File: config.mk
export PLATFORM = sky130hd
export DESIGN_NAME = lsu_issue_ctrl
export DESIGN_NICKNAME = d
export VERILOG_FILES = /design/src/rtl/lsu_pkg.sv /design/src/rtl/lsu_funct3_decode.sv /design/src/rtl/lsu_issue_ctrl.sv
export SDC_FILE = /design/constraint.sdc
export NUM_CORES = 1
export LEC_CHECK = 0
export BUFFER_PORTS_ARGS = -buffer_cell sky130_fd_sc_hd__buf_2
export CORE_MARGIN = 2
export CORE_UTILIZATION = 40
export DETAILED_ROUTE_END_ITERATION = 16
export GPL_TIMING_DRIVEN = 0
export PLACE_DENSITY = 0.82
export SLEW_MARGIN = 15
export SYNTH_ARGS = -nofsm -noshare
export SYNTH_HDL_FRONTEND = slang
export SYNTH_SLANG_ARGS = --single-unit
File: constraint.sdc
create_clock -name clk_i -period 2.5 [get_ports clk_i]
set_input_delay 0.5 -clock clk_i [delete_from_list [all_inputs] [get_ports clk_i]]
set_output_delay 0.5 -clock clk_i [all_outputs]
set_load 0.05 [all_outputs]
File: src/rtl/lsu_pkg.sv
// rtl/lsu_pkg.sv - shared encodings for the load/store issue controller
package lsu_pkg;

  typedef enum logic [2:0] {
    ST_IDLE  = 3'd0,
    ST_ISSUE = 3'd1,
    ST_WAIT  = 3'd2,
    ST_RESP  = 3'd3,
    ST_ERR   = 3'd4
  } lsu_state_e;

  localparam logic [1:0] OP_MODE1_LOAD  = 2'b00;
  localparam logic [1:0] OP_MODE1_STORE = 2'b01;

  localparam logic [2:0] OP_MODE2_B  = 3'b000;
  localparam logic [2:0] OP_MODE2_H  = 3'b010;
  localparam logic [2:0] OP_MODE2_W  = 3'b100;
  localparam logic [2:0] OP_MODE2_BU = 3'b001;
  localparam logic [2:0] OP_MODE2_HU = 3'b011;

  localparam logic [2:0] FUNCT3_B  = 3'b000;
  localparam logic [2:0] FUNCT3_H  = 3'b001;
  localparam logic [2:0] FUNCT3_W  = 3'b010;
  localparam logic [2:0] FUNCT3_BU = 3'b100;
  localparam logic [2:0] FUNCT3_HU = 3'b101;

  localparam logic [1:0] SIZE_B = 2'd0;
  localparam logic [1:0] SIZE_H = 2'd1;
  localparam logic [1:0] SIZE_W = 2'd2;

endpackage

File: src/rtl/lsu_funct3_decode.sv
// rtl/lsu_funct3_decode.sv - maps RISC-V funct3 to RAM width code, size and legality
module lsu_funct3_decode
  import lsu_pkg::*;
(
  input  logic       is_store_i,
  input  logic [2:0] funct3_i,
  output logic [2:0] op_mode2_o,
  output logic [1:0] size_o,
  output logic       illegal_o
);

  // Stores only know the signed widths; unsigned variants are load-only
  always_comb begin
    op_mode2_o = OP_MODE2_B;
    size_o     = SIZE_B;
    illegal_o  = 1'b0;
    unique case (funct3_i)
      FUNCT3_B:  begin op_mode2_o = OP_MODE2_B;  size_o = SIZE_B; end
      FUNCT3_H:  begin op_mode2_o = OP_MODE2_H;  size_o = SIZE_H; end
      FUNCT3_W:  begin op_mode2_o = OP_MODE2_W;  size_o = SIZE_W; end
      FUNCT3_BU: begin op_mode2_o = OP_MODE2_BU; size_o = SIZE_B; illegal_o = is_store_i; end
      FUNCT3_HU: begin op_mode2_o = OP_MODE2_HU; size_o = SIZE_H; illegal_o = is_store_i; end
      default:   illegal_o = 1'b1;
    endcase
  end

endmodule

File: src/rtl/lsu_issue_ctrl.sv
// rtl/lsu_issue_ctrl.sv - single-outstanding load/store issue FSM toward the data RAM (option: LSU_MISALIGN_CHECK_EN)
module lsu_issue_ctrl
  import lsu_pkg::*;
#(
  parameter int TIMEOUT_CYCLES = 16,
  parameter int CNT_W          = 8
) (
  input  logic        clk_i,
  input  logic        rst_ni,
  input  logic        in_valid_i,
  output logic        in_ready_o,
  input  logic        in_is_store_i,
  input  logic [2:0]  in_funct3_i,
  input  logic [31:0] in_base_i,
  input  logic [31:0] in_src_i,
  input  logic [31:0] in_imm_i,
  input  logic [4:0]  in_rd_i,
  output logic        mem_start_o,
  output logic [1:0]  mem_use_part_o,
  output logic [1:0]  mem_op_mode1_o,
  output logic [2:0]  mem_op_mode2_o,
  output logic [31:0] mem_op1_o,
  output logic [31:0] mem_op2_o,
  output logic [31:0] mem_imm_o,
  input  logic        mem_done_i,
  input  logic [31:0] mem_res_i,
  output logic        wb_valid_o,
  output logic [4:0]  wb_rd_o,
  output logic [31:0] wb_data_o,
  output logic        st_done_o,
  output logic        err_o
);

  lsu_state_e       state_q;
  logic [CNT_W-1:0] cnt_q;
  logic             in_ready_q, mem_start_q, wb_valid_q, st_done_q, err_q, is_store_q;
  logic [1:0]       op_mode1_q;
  logic [2:0]       op_mode2_q;
  logic [31:0]      op1_q, op2_q, imm_q, wb_data_q;
  logic [4:0]       rd_q;

  logic [2:0]       dec_mode2;
  logic [1:0]       dec_size;
  logic             dec_illegal;
  logic             misalign;

  lsu_funct3_decode u_decode (
    .is_store_i (in_is_store_i),
    .funct3_i   (in_funct3_i),
    .op_mode2_o (dec_mode2),
    .size_o     (dec_size),
    .illegal_o  (dec_illegal)
  );

`ifdef LSU_MISALIGN_CHECK_EN
  logic [31:0] ea;
  assign ea       = in_base_i + in_imm_i;
  assign misalign = ((dec_size == SIZE_H) && ea[0]) ||
                    ((dec_size == SIZE_W) && (ea[1:0] != 2'b00));
`else
  logic unused_size;
  assign unused_size = ^dec_size;
  assign misalign    = 1'b0;
`endif

  // Request sequencer: all handshake pulses are registered and last one cycle
  always_ff @(posedge clk_i or negedge rst_ni) begin
    if (!rst_ni) begin
      state_q     <= ST_IDLE;
      cnt_q       <= '0;
      in_ready_q  <= 1'b1;
      mem_start_q <= 1'b0;
      wb_valid_q  <= 1'b0;
      st_done_q   <= 1'b0;
      err_q       <= 1'b0;
      is_store_q  <= 1'b0;
      op_mode1_q  <= OP_MODE1_LOAD;
      op_mode2_q  <= OP_MODE2_B;
      op1_q       <= '0;
      op2_q       <= '0;
      imm_q       <= '0;
      rd_q        <= '0;
      wb_data_q   <= '0;
    end else begin
      mem_start_q <= 1'b0;
      wb_valid_q  <= 1'b0;
      st_done_q   <= 1'b0;
      err_q       <= 1'b0;
      unique case (state_q)
        ST_IDLE: begin
          if (in_valid_i) begin
            is_store_q <= in_is_store_i;
            op_mode1_q <= in_is_store_i ? OP_MODE1_STORE : OP_MODE1_LOAD;
            op_mode2_q <= dec_mode2;
            op1_q      <= in_base_i;
            op2_q      <= in_src_i;
            imm_q      <= in_imm_i;
            rd_q       <= in_rd_i;
            in_ready_q <= 1'b0;
            if (dec_illegal || misalign) begin
              state_q <= ST_ERR;
              err_q   <= 1'b1;
            end else begin
              state_q     <= ST_ISSUE;
              mem_start_q <= 1'b1;
            end
          end
        end
        ST_ISSUE: begin
          cnt_q   <= '0;
          state_q <= ST_WAIT;
        end
        ST_WAIT: begin
          // A done arriving on the timeout cycle is still honoured
          if (mem_done_i) begin
            state_q <= ST_RESP;
            if (is_store_q) begin
              st_done_q <= 1'b1;
            end else begin
              wb_valid_q <= 1'b1;
              wb_data_q  <= (rd_q == 5'd0) ? 32'd0 : mem_res_i;
            end
          end else if (cnt_q == CNT_W'(TIMEOUT_CYCLES - 1)) begin
            state_q <= ST_ERR;
            err_q   <= 1'b1;
          end else begin
            cnt_q <= cnt_q + 1'b1;
          end
        end
        ST_RESP, ST_ERR: begin
          state_q    <= ST_IDLE;
          in_ready_q <= 1'b1;
        end
        default: begin
          state_q    <= ST_IDLE;
          in_ready_q <= 1'b1;
        end
      endcase
    end
  end

  assign in_ready_o     = in_ready_q;
  assign mem_start_o    = mem_start_q;
  assign mem_use_part_o = 2'b00;
  assign mem_op_mode1_o = op_mode1_q;
  assign mem_op_mode2_o = op_mode2_q;
  assign mem_op1_o      = op1_q;
  assign mem_op2_o      = op2_q;
  assign mem_imm_o      = imm_q;
  assign wb_valid_o     = wb_valid_q;
  assign wb_rd_o        = rd_q;
  assign wb_data_o      = wb_data_q;
  assign st_done_o      = st_done_q;
  assign err_o          = err_q;

endmodule

==> results.ini, run 1 <==
[run_status]
status = finished, final reports clean

[synthesis]
synth_top_area_share = 0.644
yosysTopAreaCell = dfrtp_1
syn_inst = 600
async_flop_share = 1.00
synth.avg_cell_area_um2 = 9.84
ys_types = 39
synth_mux_area_frac = 0.00339
yosys_warnings = 0
synthXorXnorAreaFrac = 0
syn_area_um2 = 5900
synth_compound_area_frac = 0.0740
synth-edff-count = 0
synthTopCellsByCount = nand2_1 (312), dfrtp_1 (152), a22o_1 (32)
ys_seq_area_frac = 0.649
synth_top_family_by_area = simple AND/OR/NAND/NOR gates
synthFlopType = dfrtp_1
ys_top_cells_by_area = dfrtp_1 (64%), nand2_1 (20%), a22o_1 (4.7%)
yosysMostFrequentCell = nand2_1
ys_seq_elements = 153
synthAdderAreaFrac = 0.00212
synth-simple-area-share = 0.234

[clock_network]
cts.path.max_buffers = 2
insertion_delay_ns = 0.41
cts_sinks = 153
cts_tree = yes
clkTransAtPathRegs_ns = 0.06
htreeDepth = 4
postCtsSetupBuffers = 0
clockRootBuffer = clkbuf_16
numCtsBuffers = 17

[sta]
slew_headroom = 0.414
skew_ns = 0.0105
period_needed_ns = 2.33
whs_ns = 0.0176
fin_setup_tns_ns = 0
finalWorstSetupSlack_ns = 0.168
layout_worst_path_cycle_share = 0.933
rsz0062_at_grt = no
setup_viol = 0
tightest_slew_ns = 0.874
hold_viol_final = 0
drv_slew = 0
max_freq_mhz = 429

[routing]
first_iter_violations = 275
wl_mm = 16.0
first_pass_iters = 4
num_vias = 5287
viasPerCell = 4.80
drtAntennaViolNets = 0
drc = 0
wl_per_cell_um = 14.6

[setup_path]
r2r-start = state_q[1]$_DFFE_PN0P_
critPathBufInv = 4
end_kind = flip-flop
critPathArrivalTime_ns = 2.63
crit_start = state_q[1]$_DFFE_PN0P_
crit_type = flip-flop to flip-flop
slowest_stage = or4b_2
critPathLaunchType = flip-flop
cp_top_family = buffers and inverters
crit_chain = buf_2, or4b_2, clkbuf_1, clkbuf_1, buf_2, nand2_1, nand2_1
cp_max_fo = 10
slowest_delay_ns = 0.61
required_ns = 2.79

[placement]
dp.cells = 1069
io_buffers = 282
globalplace.congestion = 0.828
placed_cell_area_um2 = 7590
dp_slack_ns = -0.0135
place_hpwl_mm = 11.7

[power_and_ir_drop]
peakVddDrop_uv = 957
power.density_nw_per_um2 = 1690
leakagePower_nw = 4.70
power_mw = 13.9

[grt]
gr-usage-met2 = 0.337
grt_overflow = 0
use_met1 = 0.267
grt_use_met3 = 0.0484
grt_pass1_wl_mm = 26.2
grt_antenna_before_repair = 0
grt_pass1_vias = 5318
grt_max_degree = 87
grt_usage = 0.208
grt_busiest_layer = met2

[cells_and_area]
antennaDiodeCount = 0
finalInstanceArea_um2 = 8220
post-route-util = 0.568
instances_no_fill = 1101
areaGrowthSynthToFinish_pct = 39.2
layout.nets = 1046
final_layout_size_suffix_gt1_frac = 0.366

[worst_hold_path]
hp-class = input pin to async pin

[die]
die_h_um = 125
start_util = 0.408
die-area_um2 = 15700
io_pins = 286
core_area_um2 = 14500
die_x_um = 125
rows = 44

[flow_run]
maxCapViolations = 0

==> layout make-up <==
cell class / count / area (um2)
Tap cell: 184 / 230
Inverter: 7 / 26.3
Clock inverter: 11 / 171
Clock buffer: 21 / 450
Sequential cell: 153 / 3830
Timing Repair Buffer: 283 / 1450
Multi-Input combinational cell: 404 / 1870
Fill cell: 1280 / 6260
Buffer: 38 / 193
==> per-layer routing <==
layer	share of wire	wire length [um]
met5	0	0
met4	0.024	390
met3	0.057	921
met2	0.49	7890
met1	0.43	6830
==> registers in the layout (all words and copies together), names as in the netlist, 3 cells and up <==
| register | count |
|---|---|
| cnt_q | 8 |
| mem_imm_o | 32 |
| mem_op1_o | 32 |
| mem_op2_o | 32 |
| mem_op_mode2_o | 3 |
| state_q | 3 |
| wb_data_o | 32 |
| wb_rd_o | 5 |
==> cells by family (layout without fill, tap and decap cells) <==
kind of cell / Yosys count / after routing
adder cells (fa/ha/maj): 1 / 1
AO/OA/AOI/OAI: 56 / 56
multiplexers: 2 / 2
AND/OR/NAND/NOR: 342 / 342
other: 1 / 3
buffers and inverters: 45 / 360
flip-flops: 153 / 153
==> what timing repair did <==
item,in CTS,in global routing
hold buffers,0,0
resized for setup,1,0
endpoints found under the setup margin,1,0
==> power by group <==
| part | switching (mW) | internal [mW] |
|---|---|---|
| Clock | 1.00 | 1.70 |
| Sequential | 0.589 | 3.58 |
| Combinational | 5.47 | 1.58 |
| Total | 7.07 | 6.85 |
==> final timing paths <==
check / endpoint / slack, ns / depth (start not counted)
min reg2reg: mem_op_mode2_o[0]$_DFFE_PN0P_ / 0.46 / 2
max reg2reg: mem_imm_o[14]$_DFFE_PN0P_ / 0.17 / 7
max: mem_imm_o[14]$_DFFE_PN0P_ / 0.17 / 7
min in group clk_i: mem_op1_o[23]$_DFFE_PN0P_ / 0.27 / 3
max in group asynchronous: mem_op1_o[9]$_DFFE_PN0P_ / 1.66 / 2
min: mem_op2_o[8]$_DFFE_PN0P_ / 0.02 / 1
==> layout by cell type, fill, tap and decap left out, types with 4 or more instances in the layout <==
cell type	count
a22o_1	32
nand2_1	312
a21oi_1	8
inv_1	7
clkbuf_16	17
clkbuf_1	24
o21ai_0	5
buf_4	4
or4_1	5
buf_2	291
dfrtp_1	152
nand3_1	4
bufinv_16	4
Power figures use the tool's default switching activity.
==> run 2: changes to the inputs <==
PLACE_DENSITY = 0.85   (was 0.82)
clock period = 1.97 ns   (was 2.5 ns; I/O delays follow)
==> results.ini, run 2 (synthesized netlist as in run 1, its figures left out) <==
[setup_path]
crit_start = state_q[0]$_DFFE_PN0P_
slowest_stage = or4b_4
r2r_slack_ns = 0.06  ; -0.10 ns
crit_chain = buf_6, or4b_4, or4_1, a21oi_1
critPathLaunchType = flip-flop
crit_end = cnt_q[6]$_DFFE_PN0P_
cp_max_fo = 10  ; unchanged
r2r_end = cnt_q[6]$_DFFE_PN0P_
r2r_cells = 4  ; -3
slowest_delay_ns = 0.58  ; -0.03 ns
required_ns = 2.30  ; -0.49 ns
r2r-start = state_q[0]$_DFFE_PN0P_
end_kind = flip-flop
crit_type = flip-flop to flip-flop
critPathArrivalTime_ns = 2.24  ; -0.39 ns

[grt]
grt_antenna_before_repair = 1  ; +1
grt_max_degree = 86  ; -1.1%
grt_pass1_vias = 5275  ; -0.81%
grt_pass1_wl_mm = 25.7  ; -1.6%
grt_overflow = 0  ; unchanged
grt_usage = 0.206  ; -0.00143

[power_and_ir_drop]
leakagePower_nw = 4.75  ; +0.95%
swShare = 0.505  ; -0.00285
power.density_nw_per_um2 = 2140  ; +26%
peakVddDrop_uv = 1220  ; +28%
p_int_mw = 8.77  ; +28%
power_frac_seq = 0.299  ; about the same
power_frac_comb = 0.510  ; +0.003
clkPwrFrac = 0.191  ; -0.003
switching_power_mw = 8.93  ; +26%

[die]
rows = 44  ; unchanged
die-area_um2 = 15700  ; unchanged
die_x_um = 125  ; unchanged
start_util = 0.408  ; unchanged
core_area_um2 = 14500  ; unchanged
die_h_um = 125  ; unchanged
io_pins = 286  ; unchanged

[clock_network]
cts.path.max_buffers = 2  ; unchanged
insertion_delay_ns = 0.41  ; about the same
numCtsBuffers = 17  ; unchanged
clkTransAtPathRegs_ns = 0.06  ; about the same
cts_sinks = 153  ; unchanged
htreeDepth = 4  ; unchanged
clockRootBuffer = clkbuf_16
cts_tree = yes

[sta]
fin_setup_tns_ns = 0  ; unchanged
slew_headroom = 0.585  ; +0.171
hold_viol_final = 0  ; unchanged
finalWorstSetupSlack_ns = 0.0630  ; -0.105 ns
tightest_slew_ns = 0.618  ; -0.257 ns
setup_viol = 0  ; unchanged
rsz0062_at_grt = yes
period_needed_ns = 1.91  ; -0.425 ns
drv_slew = 0  ; unchanged
max_freq_mhz = 524  ; +22%
skew_ns = 0.00797  ; -0.00254 ns
layout_worst_path_cycle_share = 0.968  ; +0.0351

[routing]
first_iter_violations = 346  ; +26%
drtAntennaViolNets = 0  ; unchanged
drc = 0  ; unchanged
wl_mm = 16.0  ; about the same
num_vias = 5197  ; -1.7%
wl_per_cell_um = 14.6  ; +0.18%
first_pass_iters = 4  ; unchanged
viasPerCell = 4.72  ; -1.6%

[cells_and_area]
fill_cells = 1275  ; -0.39%
layout_common_cells = nand2_1 (312), buf_2 (291), dfrtp_1 (152), a22o_1 (32), clkbuf_16 (17)
register_area_um2 = 3830  ; unchanged
multi_input_area_um2 = 1890  ; +1.2%
layout_commonest_cell = nand2_1
areaGrowthSynthToFinish_pct = 40.0
layout.nets = 1047  ; +0.096%
final_layout_size_suffix_gt1_frac = 0.380  ; +0.0139

[run_status]
status = finished, final reports clean

[placement]
io_buffers = 282  ; unchanged
globalplace.congestion = 0.822  ; -0.75%
place_hpwl_mm = 11.9  ; +1.9%
dp_slack_ns = -0.495  ; -0.482 ns

[flow_run]
maxCapViolations = 0  ; unchanged

[worst_hold_path]
hp-class = input pin to flip-flop
whs_path_depth = 3

## run 2: changes by cell type in the layout (fill, tap and decap cells not counted), moves of 2 or more
cell      delta
buf_4        +2
clkbuf_1    -11
clkbuf_2     +6
clkbuf_8     +3
clkinv_2     +2
clkinv_4     -3
## run 2: how the worst min path moves through the flow
| stage | slack [ns] | startpoint | end |
|---|---|---|---|
| global route | 0.16 | in_src_i[11] | mem_op2_o[11]$_DFFE_PN0P_ |
| detailed placement | 0.38 | rst_ni | mem_op2_o[9]$_DFFE_PN0P_ |
| global placement | 0.45 | mem_op_mode2_o[0]$_DFFE_PN0P_ | mem_op_mode2_o[0]$_DFFE_PN0P_ |
| CTS | 0.15 | in_src_i[4] | mem_op2_o[4]$_DFFE_PN0P_ |
| floorplan | 0.1 | rst_ni | cnt_q[0]$_DFFE_PN0P_ |
| finish | 0.17 | in_imm_i[24] | mem_imm_o[24]$_DFFE_PN0P_ |
## run 2: stage by stage
stage / util / instances / total power, mW / area, um2 / hold WS, ns
finish: 0.571 / 1100 / 17.7 / 8270 / 0.168
CTS: 0.570 / 1099 / 17.8 / 8250 / 0.146
floorplan: - / 602 / 12.0 / 5910 / 0.0984
global placement: 0.522 / 1068 / 14.1 / 7550 / 0.446
detailed placement: 0.525 / 1069 / 14.4 / 7600 / 0.379
global route: 0.571 / 1099 / 18.6 / 8260 / 0.157
## run 2: cell type report
type	count	area share
Antenna cell	1	0.000303
Clock buffer	20	0.0565
Clock inverter	9	0.0179
Multi-Input combinational cell	404	0.229
Tap cell	184	0.0278
Inverter	7	0.00318
Sequential cell	153	0.463
Buffer	36	0.0236
Timing Repair Buffer	286	0.178
## run 2: layer usage
metal	routed length, um	global-route usage	vias to the layer above
met3	1010	0.0650	42
met5	0	0	-
met2	7780	0.334	189
met1	6770	0.258	2442
met4	483	0.0843	0
li1	-	-	2524
## run 2: repair_timing
action | 4_1_cts | 5_1_grt
hold endpoints to repair | 68 | 0
pin swaps | 1 | 1
setup buffers | 1 | 1
endpoints found under the setup margin | 136 | 64
gates resized for setup | 5 | 15
hold buffers | 1 | 0
## run 2: worst max-delay path: cells and delay by family (launching register included)
family                 cells  cell delay [ns]
AND/OR/NAND/NOR            2             1.11
flip-flops                 1             0.40
buffers and inverters      1             0.15
AO/OA/AOI/OAI              1             0.17
## run 2: power groups by stage
stage / Clock [mW] / Sequential (mW) / Combinational, mW
after global routing: 3.62 / 5.46 / 9.56
after floorplan: 0 / 9.93 / 2.03
after CTS: 3.46 / 5.29 / 9.07
final: 3.39 / 5.29 / 9.02
after detailed placement: 0 / 5.30 / 9.05
after global placement: 0 / 5.26 / 8.88
==> run 3: changes to the inputs <==
REMOVE_ABC_BUFFERS = 1   (was default)
==> results.ini, run 3 (synthesized netlist as in run 1, its figures left out) <==
[cells_and_area]
fill_cells = 1296  ; +1.6%
areaGrowthSynthToFinish_pct = 39.7
instances_no_fill = 1077  ; -2.1%
layout_commonest_cell = nand2_1
post-route-util = 0.570  ; -0.00138
layout_common_cells = nand2_1 (312), buf_2 (281), dfrtp_1 (149), a22o_1 (32), clkbuf_16 (17)
finalInstanceArea_um2 = 8250  ; -0.24%
final_layout_size_suffix_gt1_frac = 0.383  ; +0.00239
layout.nets = 1020  ; -2.6%

[sta]
max_freq_mhz = 522  ; -0.51%
period_needed_ns = 1.92  ; +0.00987 ns
skew_ns = 0.0110  ; +0.00306 ns
layout_worst_path_cycle_share = 0.973  ; +0.00501
drv_slew = 0  ; unchanged
setup_viol = 0  ; unchanged
slew_headroom = 0.631  ; +0.0467
hold_viol_final = 0  ; unchanged
finalWorstSetupSlack_ns = 0.0531  ; -0.00987 ns
tightest_slew_ns = 0.546  ; -0.0720 ns
whs_ns = 0.164  ; -0.00385 ns
rsz0062_at_grt = no

[routing]
drtAntennaViolNets = 0  ; unchanged
first_pass_iters = 5  ; +1
viasPerCell = 4.79  ; +1.3%
first_iter_violations = 238  ; -31%
wl_met1_mm = 6.73  ; -0.66%
drc = 0  ; unchanged
wl_per_cell_um = 14.9  ; +2.0%
highest_layer = met4
wl_mm = 16.0  ; -0.17%
num_vias = 5155  ; -0.81%
wl_met3_um = 871  ; -14%
route.met2.wl_mm = 8.13  ; +4.6%

[die]
start_util = 0.408  ; unchanged
die-area_um2 = 15700  ; unchanged
io_pins = 286  ; unchanged
core_area_um2 = 14500  ; unchanged
rows = 44  ; unchanged
die_h_um = 125  ; unchanged
die_x_um = 125  ; unchanged

[power_and_ir_drop]
power_frac_comb = 0.505  ; -0.005
power_frac_seq = 0.303  ; +0.004
clkPwrFrac = 0.192  ; about the same
peakVddDrop_uv = 1090  ; -10%
leakagePower_nw = 4.70  ; -1.0%
p_int_mw = 8.70  ; -0.78%
switching_power_mw = 9.05  ; +1.3%
power.density_nw_per_um2 = 2150  ; +0.52%
swShare = 0.510  ; +0.00523

[grt]
grt_pass1_vias = 5167  ; -2.0%
grt_overflow = 0  ; unchanged
grt_max_degree = 81  ; -5.8%
grt_pass1_wl_mm = 25.1  ; -2.5%
grt_antenna_before_repair = 4  ; +3
grt_usage = 0.198  ; -0.00786

[setup_path]
r2r_cells = 3  ; -1
critPathLaunchType = flip-flop
cp_max_fo = 13  ; +3
r2r_end = cnt_q[7]$_DFFE_PN0P_
r2r-start = state_q[1]$_DFFE_PN0P_
end_kind = flip-flop
r2r_slack_ns = 0.05  ; about the same
required_ns = 2.32  ; +0.02 ns
crit_type = flip-flop to flip-flop
critPathArrivalTime_ns = 2.26  ; +0.02 ns

[worst_hold_path]
whs_path_depth = 3  ; unchanged
holdPathEnd = wb_rd_o[2]$_DFFE_PN0P_
hp-class = input pin to flip-flop
worstHoldStart = in_rd_i[2]

[placement]
dp.cells = 1040  ; -2.7%
io_buffers = 282  ; unchanged
place_hpwl_mm = 11.4  ; -4.5%
dp_slack_ns = -0.361  ; +0.135 ns
placed_cell_area_um2 = 7540  ; -0.72%
globalplace.congestion = 0.762  ; -7.3%

[flow_run]
maxCapViolations = 0  ; unchanged

[run_status]
status = finished, final reports clean

[clock_network]
clkTransAtPathRegs_ns = 0.06  ; about the same
numCtsBuffers = 17  ; unchanged
clockRootBuffer = clkbuf_16
htreeDepth = 4  ; unchanged
cts.path.max_buffers = 2  ; unchanged
cts_sinks = 153  ; unchanged
cts_tree = yes
insertion_delay_ns = 0.42  ; about the same

-- run 3: cell count changes in the layout (fill, tap and decap cells not counted), moves of 3 or more --
cell,delta
clkbuf_1,-13
clkbuf_2,-6
dfrtp_1,-3
dfrtp_2,+3
clkinv_2,-3
buf_4,-6
buf_2,-10
buf_6,+5
-- run 3: through the flow --
step / power (mW) / setup TNS (ns)
3_5_place_dp: 14.3 / -11.02
5_1_grt: 18.7 / 0
6_report: 17.8 / 0
2_1_floorplan: 11.9 / -353.26
3_3_place_gp: 14.3 / -898.45
4_1_cts: 17.8 / 0
-- run 3: worst max-delay path by stage --
stage	from	end	cells past startpoint
2_1_floorplan	state_q[2]$_DFFE_PN0P_	mem_op_mode1_o[0]$_DFFE_PN0P_	2
3_3_place_gp	state_q[2]$_DFFE_PN0P_	mem_op1_o[24]$_DFFE_PN0P_	3
3_5_place_dp	state_q[0]$_DFFE_PN0P_	wb_data_o[6]$_DFFE_PN0P_	3
4_1_cts	state_q[2]$_DFFE_PN0P_	cnt_q[7]$_DFFE_PN0P_	3
5_1_grt	state_q[0]$_DFFE_PN0P_	cnt_q[7]$_DFFE_PN0P_	3
6_report	state_q[1]$_DFFE_PN0P_	cnt_q[7]$_DFFE_PN0P_	3
-- run 3: final cells by class --
cell class | count | area (um2) | share of cell area
clock inverter | 12 | 164 | 0.0199
antenna | 2 | 5.00 | 0.000607
clock buffer | 20 | 467 | 0.0566
inverter | 7 | 26.3 | 0.00319
tap | 184 | 230 | 0.0279
sequential | 153 | 3830 | 0.465
timing repair buffer | 294 | 1600 | 0.194
multi-input combinational | 405 | 1920 | 0.233
-- run 3: per-layer routing --
layer  global-route usage  up-vias
met1                0.239     2478
met2                0.345      172
li1                     -     2486
met5                    0        -
met3               0.0449       19
met4               0.0791        0
-- run 3: timing repair --
item,in CTS,in global routing
resized for setup,5,3
hold buffers,1,0
gates cloned,0,1
setup endpoints to repair,34,39
pin swaps,2,2
endpoints found under the hold margin,73,0
buffers inserted,1,0
-- run 3: power by group through the flow --
| stage | Clock (mW) | Combinational (mW) | Sequential [mW] |
|---|---|---|---|
| after floorplan | 0 | 1.87 | 9.99 |
| after global placement | 0 | 8.90 | 5.36 |
| after detailed placement | 0 | 8.96 | 5.36 |
| after CTS | 3.47 | 9.01 | 5.34 |
| after global routing | 3.63 | 9.49 | 5.55 |
| final | 3.40 | 8.97 | 5.38 |
-- run 3: critical path, cell delays in order (launching register included) --
cell     delay (ns)
dfrtp_2        0.57
or4b_4         0.58
or4_4          0.54
a21oi_2        0.15
